==> config.mk <==
export PLATFORM = sky130hd
export DESIGN_NAME = muldiv_w
export DESIGN_NICKNAME = d
export VERILOG_FILES = /design/src/rtl/muldiv_pkg.sv /design/src/rtl/muldiv_div_core.sv /design/src/rtl/muldiv_w.sv
export SDC_FILE = /design/constraint.sdc
export NUM_CORES = 2
export LEC_CHECK = 0
export ABC_AREA = 1
export BUFFER_PORTS_ARGS = -buffer_cell sky130_fd_sc_hd__buf_2
export CORE_AREA = 2 2 400 402
export CTS_BUF_LIST = sky130_fd_sc_hd__clkbuf_4 sky130_fd_sc_hd__clkbuf_8 sky130_fd_sc_hd__clkbuf_16
export DETAILED_ROUTE_END_ITERATION = 8
export DIE_AREA = 0 0 402 404
export RECOVER_POWER = 50
export SKIP_CTS_REPAIR_TIMING = 1
export SLEW_MARGIN = 20
export SYNTH_ARGS = -nofsm -noshare
export SYNTH_HDL_FRONTEND = slang
export SYNTH_SLANG_ARGS = --single-unit
==> constraint.sdc <==
create_clock -name clk -period 9.7 [get_ports clk]
set_input_delay 1.455 -clock clk [delete_from_list [all_inputs] [get_ports clk]]
set_output_delay 1.455 -clock clk [all_outputs]
set_load 0.01 [all_outputs]
==> src/rtl/muldiv_pkg.sv <==
//==============================================================================
// Module  : muldiv_pkg
// Brief   : Shared opcode encoding and helpers for the muldiv_w unit.
// Revision: 1.0
//==============================================================================
`default_nettype none

package muldiv_pkg;

    typedef enum logic [2:0] {
        OP_MUL  = 3'd0,
        OP_MADD = 3'd1,
        OP_MSUB = 3'd2,
        OP_DIV  = 3'd3,
        OP_MTLO = 3'd4,
        OP_MTHI = 3'd5
    } op_e;

    localparam logic [2:0] OP_RSV6 = 3'd6;
    localparam logic [2:0] OP_RSV7 = 3'd7;

    function automatic int log2(input int v);
        int r;
        r = 0;
        for (int i = 0; i < 30; i++) begin
            if ((1 << (i + 1)) <= v) begin
                r = i + 1;
            end
        end
        return r;
    endfunction

endpackage

`default_nettype wire

==> src/rtl/muldiv_div_core.sv <==
//==============================================================================
// Module  : muldiv_div_core
// Brief   : Unsigned radix-2 restoring divider, one quotient bit per cycle.
// Revision: 1.0
//==============================================================================
`default_nettype none

module muldiv_div_core
    import muldiv_pkg::*;
#(
    parameter int W = 32
) (
    input  logic         clk,
    input  logic         reset,
    input  logic         go,
    input  logic [W-1:0] a,
    input  logic [W-1:0] b,
    output logic         done,
    output logic         busy,
    output logic [W-1:0] quot,
    output logic [W-1:0] rem
);

    localparam int             C        = log2(W) + 1;
    localparam logic [C-1:0]   CNT_LAST = C'(W);

    logic [C-1:0] r_cnt;
    logic         r_busy;
    logic [W-1:0] r_rem;
    logic [W-1:0] r_quot;
    logic [W-1:0] r_div;
    logic [W:0]   w_sh;
    logic [W:0]   w_diff;

    // Partial remainder shifted left with the next dividend bit; the sign of
    // the trial subtraction decides the quotient bit.
    assign w_sh   = {r_rem, r_quot[W-1]};
    assign w_diff = w_sh - {1'b0, r_div};

    always_ff @(posedge clk or posedge reset) begin
        if (reset) begin
            r_busy <= 1'b0;
            r_cnt  <= '0;
            r_rem  <= '0;
            r_quot <= '0;
            r_div  <= '0;
        end else if (go) begin
            r_busy <= 1'b1;
            r_cnt  <= '0;
            r_rem  <= '0;
            r_quot <= a;
            r_div  <= b;
        end else if (r_busy) begin
            if (r_cnt == CNT_LAST) begin
                r_busy <= 1'b0;
            end else begin
                r_cnt  <= r_cnt + 1'b1;
                r_rem  <= w_diff[W] ? w_sh[W-1:0] : w_diff[W-1:0];
                r_quot <= {r_quot[W-2:0], ~w_diff[W]};
            end
        end
    end

    assign done = r_busy && (r_cnt == CNT_LAST);
    assign busy = r_busy;
    assign quot = r_quot;
    assign rem  = r_rem;

endmodule

`default_nettype wire

==> src/rtl/muldiv_w.sv <==
//==============================================================================
// Module  : muldiv_w
// Brief   : Multiply/divide unit driving HI/LO; MUL/MADD/MSUB/DIV/MTLO/MTHI.
//           MULDIV_DIVZERO_EN: fast divide-by-zero with sticky div0 flag.
// Revision: 1.0
//==============================================================================
`default_nettype none

module muldiv_w
    import muldiv_pkg::*;
#(
    parameter int W       = 32,
    parameter int MUL_LAT = 1
) (
    input  logic         clk,
    input  logic         reset,
    input  logic         en,
    input  logic [2:0]   op,
    input  logic         sgn,
    input  logic [W-1:0] a,
    input  logic [W-1:0] b,
    output logic [W-1:0] hi,
    output logic [W-1:0] lo,
    output logic         busy
`ifdef MULDIV_DIVZERO_EN
    ,
    output logic         div0
`endif
);

    logic           w_acc;
    logic           w_is_rsv;
    logic           w_is_mul;
    logic           w_start_div;
    logic           w_bzero;
    logic           w_a_neg;
    logic           w_b_neg;
    logic [W-1:0]   w_a_mag;
    logic [W-1:0]   w_b_mag;
    logic [2*W-1:0] w_a_ext;
    logic [2*W-1:0] w_b_ext;
    logic [2*W-1:0] w_prod;
    logic           w_dz_go;
    logic           w_core_go;
    logic           w_core_done;
    logic           w_core_busy;
    logic [W-1:0]   w_quot;
    logic [W-1:0]   w_rem;
    logic [W-1:0]   w_q_fix;
    logic [W-1:0]   w_r_fix;

    logic           r_neg_q;
    logic           r_neg_r;
    logic           r_bzero;
    logic [W-1:0]   r_a_raw;
    logic           r_dz_pend;

    logic [2*W-1:0] r_prod [MUL_LAT];
    op_e            r_mop  [MUL_LAT];
    logic [MUL_LAT-1:0] r_mvld;

    assign w_is_rsv    = (op == OP_RSV6) || (op == OP_RSV7);
    assign w_acc       = en && !busy && !w_is_rsv;
    assign w_is_mul    = (op == OP_MUL) || (op == OP_MADD) || (op == OP_MSUB);
    assign w_start_div = w_acc && (op == OP_DIV);
    assign w_bzero     = (b == '0);

    assign w_a_neg = sgn && a[W-1];
    assign w_b_neg = sgn && b[W-1];
    assign w_a_mag = w_a_neg ? -a : a;
    assign w_b_mag = w_b_neg ? -b : b;

    // Extending to 2W bits makes the low 2W product bits correct for both modes.
    assign w_a_ext = {{W{w_a_neg}}, a};
    assign w_b_ext = {{W{w_b_neg}}, b};
    assign w_prod  = w_a_ext * w_b_ext;

`ifdef MULDIV_DIVZERO_EN
    assign w_dz_go = w_start_div && w_bzero;
`else
    assign w_dz_go = 1'b0;
`endif
    assign w_core_go = w_start_div && !w_dz_go;

    muldiv_div_core #(
        .W(W)
    ) u_div_core (
        .clk   (clk),
        .reset (reset),
        .go    (w_core_go),
        .a     (w_a_mag),
        .b     (w_b_mag),
        .done  (w_core_done),
        .busy  (w_core_busy),
        .quot  (w_quot),
        .rem   (w_rem)
    );

    assign w_q_fix = r_neg_q ? -w_quot : w_quot;
    assign w_r_fix = r_neg_r ? -w_rem  : w_rem;

    assign busy = (|r_mvld) || w_core_busy || r_dz_pend;

    always_ff @(posedge clk or posedge reset) begin
        if (reset) begin
            r_neg_q   <= 1'b0;
            r_neg_r   <= 1'b0;
            r_bzero   <= 1'b0;
            r_a_raw   <= '0;
            r_dz_pend <= 1'b0;
        end else begin
            r_dz_pend <= w_dz_go;
            if (w_start_div) begin
                r_neg_q <= w_a_neg ^ w_b_neg;
                r_neg_r <= w_a_neg;
                r_bzero <= w_bzero;
                r_a_raw <= a;
            end
        end
    end

    always_ff @(posedge clk or posedge reset) begin
        if (reset) begin
            r_mvld <= '0;
            for (int i = 0; i < MUL_LAT; i++) begin
                r_prod[i] <= '0;
                r_mop[i]  <= OP_MUL;
            end
        end else begin
            r_mvld[0] <= w_acc && w_is_mul;
            if (w_acc && w_is_mul) begin
                r_prod[0] <= w_prod;
                r_mop[0]  <= op_e'(op);
            end
            for (int i = 1; i < MUL_LAT; i++) begin
                r_mvld[i] <= r_mvld[i-1];
                r_prod[i] <= r_prod[i-1];
                r_mop[i]  <= r_mop[i-1];
            end
        end
    end

    // Writers are mutually exclusive because every multi-cycle op holds busy.
    always_ff @(posedge clk or posedge reset) begin
        if (reset) begin
            hi <= '0;
            lo <= '0;
        end else if (r_mvld[MUL_LAT-1]) begin
            case (r_mop[MUL_LAT-1])
                OP_MADD: {hi, lo} <= {hi, lo} + r_prod[MUL_LAT-1];
                OP_MSUB: {hi, lo} <= {hi, lo} - r_prod[MUL_LAT-1];
                default: {hi, lo} <= r_prod[MUL_LAT-1];
            endcase
        end else if (w_core_done) begin
            if (r_bzero) begin
                hi <= r_a_raw;
                lo <= '1;
            end else begin
                hi <= w_r_fix;
                lo <= w_q_fix;
            end
        end else if (r_dz_pend) begin
            hi <= r_a_raw;
            lo <= '1;
        end else if (w_acc && (op == OP_MTLO)) begin
            lo <= a;
        end else if (w_acc && (op == OP_MTHI)) begin
            hi <= a;
        end
    end

`ifdef MULDIV_DIVZERO_EN
    always_ff @(posedge clk or posedge reset) begin
        if (reset) begin
            div0 <= 1'b0;
        end else if (r_dz_pend) begin
            div0 <= 1'b1;
        end else if (w_start_div && !w_bzero) begin
            div0 <= 1'b0;
        end
    end
`endif

endmodule

`default_nettype wire

==> results.md <==
- The flow ran to the end, but the final reports show violations.
- The final reports fail on max-capacitance violations, max-slew violations.
- The transition time of the tightest slew-check pin is 3.944 ns.
- The number of distinct library cells after synthesis is 57.
- The number of fill cells in the layout is 16610.
- Cells with a size suffix above 1 make up 3.810% of the layout.
- The first global-routing pass estimated 467300 um of wire.
- The final design utilization is 47.54%.
- The pin count of the biggest net entering global routing is 74.
- The clock reaches the later pin of the worst-skew pair after 0.69 ns.
- Across every metal layer, demand over resource in global routing totals 39.34%.
- Final hold analysis gives a worst-case slack of slightly below 0.5 ns.
- In the final timing run, aggregate negative setup slack is 0 ns.
- The sequential element share of the synthesized area is 9.554%.
- The starting utilization of the core area is 44.81%.
- The die covers 162400 um^2.
- The final-report hold violation count is 0.
- The HPWL after detailed placement is 268400 um.
- By startpoint and endpoint, the worst setup path is classified as in -> reg.
- The critical path data arrival time is 9.45 ns.
- Sorting the synthesized cells by area gives the leading types as sky130_fd_sc_hd__fa_1 (32%), sky130_fd_sc_hd__nand2_1 (17%), sky130_fd_sc_hd__inv_1 (14%).
- The area fraction of the dominant cell type after synthesis is 31.93%.
- The clock period could shrink to approximately 9 ns.
- The number of core rows is 146.
- Setup violations remaining at the end of the flow were counted as 0.
- In the final design database the tool counted 12070 nets.
- By count the netlist is led by sky130_fd_sc_hd__nand2_1 (3123), sky130_fd_sc_hd__inv_1 (2616), sky130_fd_sc_hd__fa_1 (1128), sky130_fd_sc_hd__nor2_1 (695), sky130_fd_sc_hd__nand3_1 (549).
- The global-route congestion overflow total is 0.
- The total wirelength of the detailed-routed design is 318000 um.
- In this run the worst path has a maximum fanout of 18.
- The detailed-routing iteration count for the pre-antenna-repair pass is 7.
- The initial antenna violation count was 20.
- The number of nets in the synthesized netlist is 12140.
- Using the TritonRoute via totals, the vias-per-cell ratio works out to 5.544.
- STA classifies the critical path startpoint as an input port.
- The clock net in this run drives a total of 270 sinks.
- The count of maximum capacitance violations is 7.
- The number of flops mapped to enable cells by yosys is 0.
- The core region is 157800 um^2.
- In this run the worst hold path is classified as reg -> reg.
- For this run, the number of Yosys warnings is 0.
- After synthesis, the share of flip-flops with an asynchronous set or reset is 100.0%.
- The average cell area after synthesis is about 6.7 um^2.
- Once detail routing completed, the nets flagged for antenna violations numbered 0.
- The final-report max-slew violation count came to 337.
- The required time at the worst-slack endpoint is 10.19 ns.
- In this run the horizontal extent of the chip is between 400 and 500 um.
- The register bit count reported by yosys is 270.
- Static timing analysis puts the maximum clock frequency at roughly 110 MHz.
- The number of buffers on the longest clock path is 3.
- The number of DRC violations after detailed routing is 0.
- The number of placed cells counting well taps is 12520.
- The most repeated cell in the gate-level netlist after synthesis is sky130_fd_sc_hd__nand2_1.
- The CTS H-tree depth is 2.
- Of all cell types, the one taking the most synthesized area is sky130_fd_sc_hd__fa_1.
- The routability-driven placement congestion ratio is around 1.1.
- The headroom to the max-slew limit is -162.9%.
- The via count of the first global-routing pass is 69580.
- The type of destination of the critical path is a register.
- The clock arrives with 0.05870 ns of skew.
- The post-route clock period utilization is between 90% and 100%.
- The TritonCTS clock tree is done.
- The synthesized netlist cell count is 10560.
- Counting the buffers created by CTS gives 40.
- The count of buffers from port buffering is 135.
- The number of top-level design ports is 136.
- The average detailed-routed wire length per instance is 25.23 um.
- The cell sitting at the root of the clock tree is a sky130_fd_sc_hd__clkbuf_16.
- The predominant post-synthesis flop cell is sky130_fd_sc_hd__dfrtp_1.
- Clock-pin slew was measured on the worst setup and hold paths at 0.07 ns.
- Setup repair after global routing left no endpoint under its margin.
- The count of non-filler cells in the finished layout is 12610.
- The detailed router finished its first iteration with 7971 violations.
- The die height is 404 um.
- After synthesis the cells add up to 70720 um^2.
- The total number of vias is about 70000.
- The relative area change from synthesis to final layout is 6.102%.
final cells by class:
cell class | instances | area, um^2 | share of cell area, %
Antenna cell | 9 | 22.52 | 0.03001
Clock buffer | 46 | 1065 | 1.419
Clock inverter | 27 | 301.5 | 0.4019
Inverter | 2624 | 9852 | 13.13
Multi-Input combinational cell | 7228 | 52350 | 69.77
Sequential cell | 270 | 6758 | 9.006
Tap cell | 2072 | 2592 | 3.455
Timing Repair Buffer | 329 | 2093 | 2.790
through the flow:
step | worst slack (ns) | area [um^2]
2_1_floorplan | 0.8063 | 70720
3_3_place_gp | 0.3472 | 73760
3_5_place_dp | 0.2340 | 73760
4_1_cts | 0.9110 | 75130
5_1_grt | 0.4578 | 75020
6_report | 0.7434 | 75040
routing by layer:
metal  global-route usage (%)  routed length (um)
met5                        0                 106
met4                    19.38               19470
met3                    9.137               33670
met2                    61.49              139700
met1                    51.29              125100
cell families after synthesis:
logic type,count (synthesis),share of synthesized area [%]
XOR/XNOR,101,1.251
flip-flops,270,9.554
adder cells (fa/ha/maj),1504,38.58
AND/OR/NAND/NOR,4650,26.67
AO/OA/AOI/OAI,973,7.475
buffers and inverters,3062,16.47
worst max-delay path: stages:
cell and delay, ns:
sky130_fd_sc_hd__buf_2 0.15, sky130_fd_sc_hd__nand2_2 0.50, sky130_fd_sc_hd__nor2_1 0.23, sky130_fd_sc_hd__fa_1 0.59, sky130_fd_sc_hd__inv_1 0.09, sky130_fd_sc_hd__fa_1 0.51
sky130_fd_sc_hd__inv_1 0.07, sky130_fd_sc_hd__fa_1 0.63, sky130_fd_sc_hd__inv_1 0.28, sky130_fd_sc_hd__buf_4 0.23, sky130_fd_sc_hd__fa_1 0.56, sky130_fd_sc_hd__fa_1 0.44
sky130_fd_sc_hd__fa_1 0.57, sky130_fd_sc_hd__fa_1 0.44, sky130_fd_sc_hd__fa_1 0.49, sky130_fd_sc_hd__inv_1 0.04, sky130_fd_sc_hd__ha_1 0.45, sky130_fd_sc_hd__nand2_1 0.12
sky130_fd_sc_hd__nor2_1 0.10, sky130_fd_sc_hd__inv_1 0.09, sky130_fd_sc_hd__nor2_1 0.11, sky130_fd_sc_hd__inv_1 0.10, sky130_fd_sc_hd__nor2_1 0.42, sky130_fd_sc_hd__nand3_1 0.29
sky130_fd_sc_hd__nand3_1 0.15, sky130_fd_sc_hd__nand2_1 0.06, sky130_fd_sc_hd__nand3_1 0.14, sky130_fd_sc_hd__o21ai_0 0.12
sequential cells by signal, indices dropped and copies added, names as in the netlist:
| name | count |
|---|---|
| u_div_core.rem | 32 |
| lo | 32 |
| hi | 32 |
| u_div_core.r_div | 32 |
| u_div_core.quot | 32 |
| r_mop | 3 |
| u_div_core.r_cnt | 6 |
| r_neg_r | 1 |
| r_a_raw | 32 |
| r_prod | 64 |
| r_neg_q | 1 |
| r_bzero | 1 |
| r_mvld | 1 |
| u_div_core.busy | 1 |
layout by cell type, fill, tap and decap left out, types with 75 or more instances in the layout:
master                    netlist  final
sky130_fd_sc_hd__fa_1        1128   1128
sky130_fd_sc_hd__inv_1       2616   2613
sky130_fd_sc_hd__o21ai_0      417    416
sky130_fd_sc_hd__buf_2         73     75
sky130_fd_sc_hd__ha_1         376    376
sky130_fd_sc_hd__nor2_1       695    694
sky130_fd_sc_hd__nand4_1      104    104
sky130_fd_sc_hd__buf_4          4    182
sky130_fd_sc_hd__dfrtp_1      270    269
sky130_fd_sc_hd__nand3_1      549    549
sky130_fd_sc_hd__a21oi_1      390    390
sky130_fd_sc_hd__nand2_1     3123   3119
final timing paths:
kind                            start             endpoint  slack [ns]  depth (start not counted)
max                               sgn           r_prod[44]        0.74                         28
max reg2reg                    r_mvld          r_a_raw[31]        2.35                          8
max in group asynchronous       reset               r_mvld        2.76                          4
min in group asynchronous       reset  u_div_core.quot[12]        1.84                          2
min                        r_a_raw[2]           r_a_raw[2]        0.49                          2
min reg2reg                r_a_raw[2]           r_a_raw[2]        0.49                          2
Power is left out: the tool's default activity adds up to more than one toggle a clock period on the data nets, which glitch-free logic cannot reach.
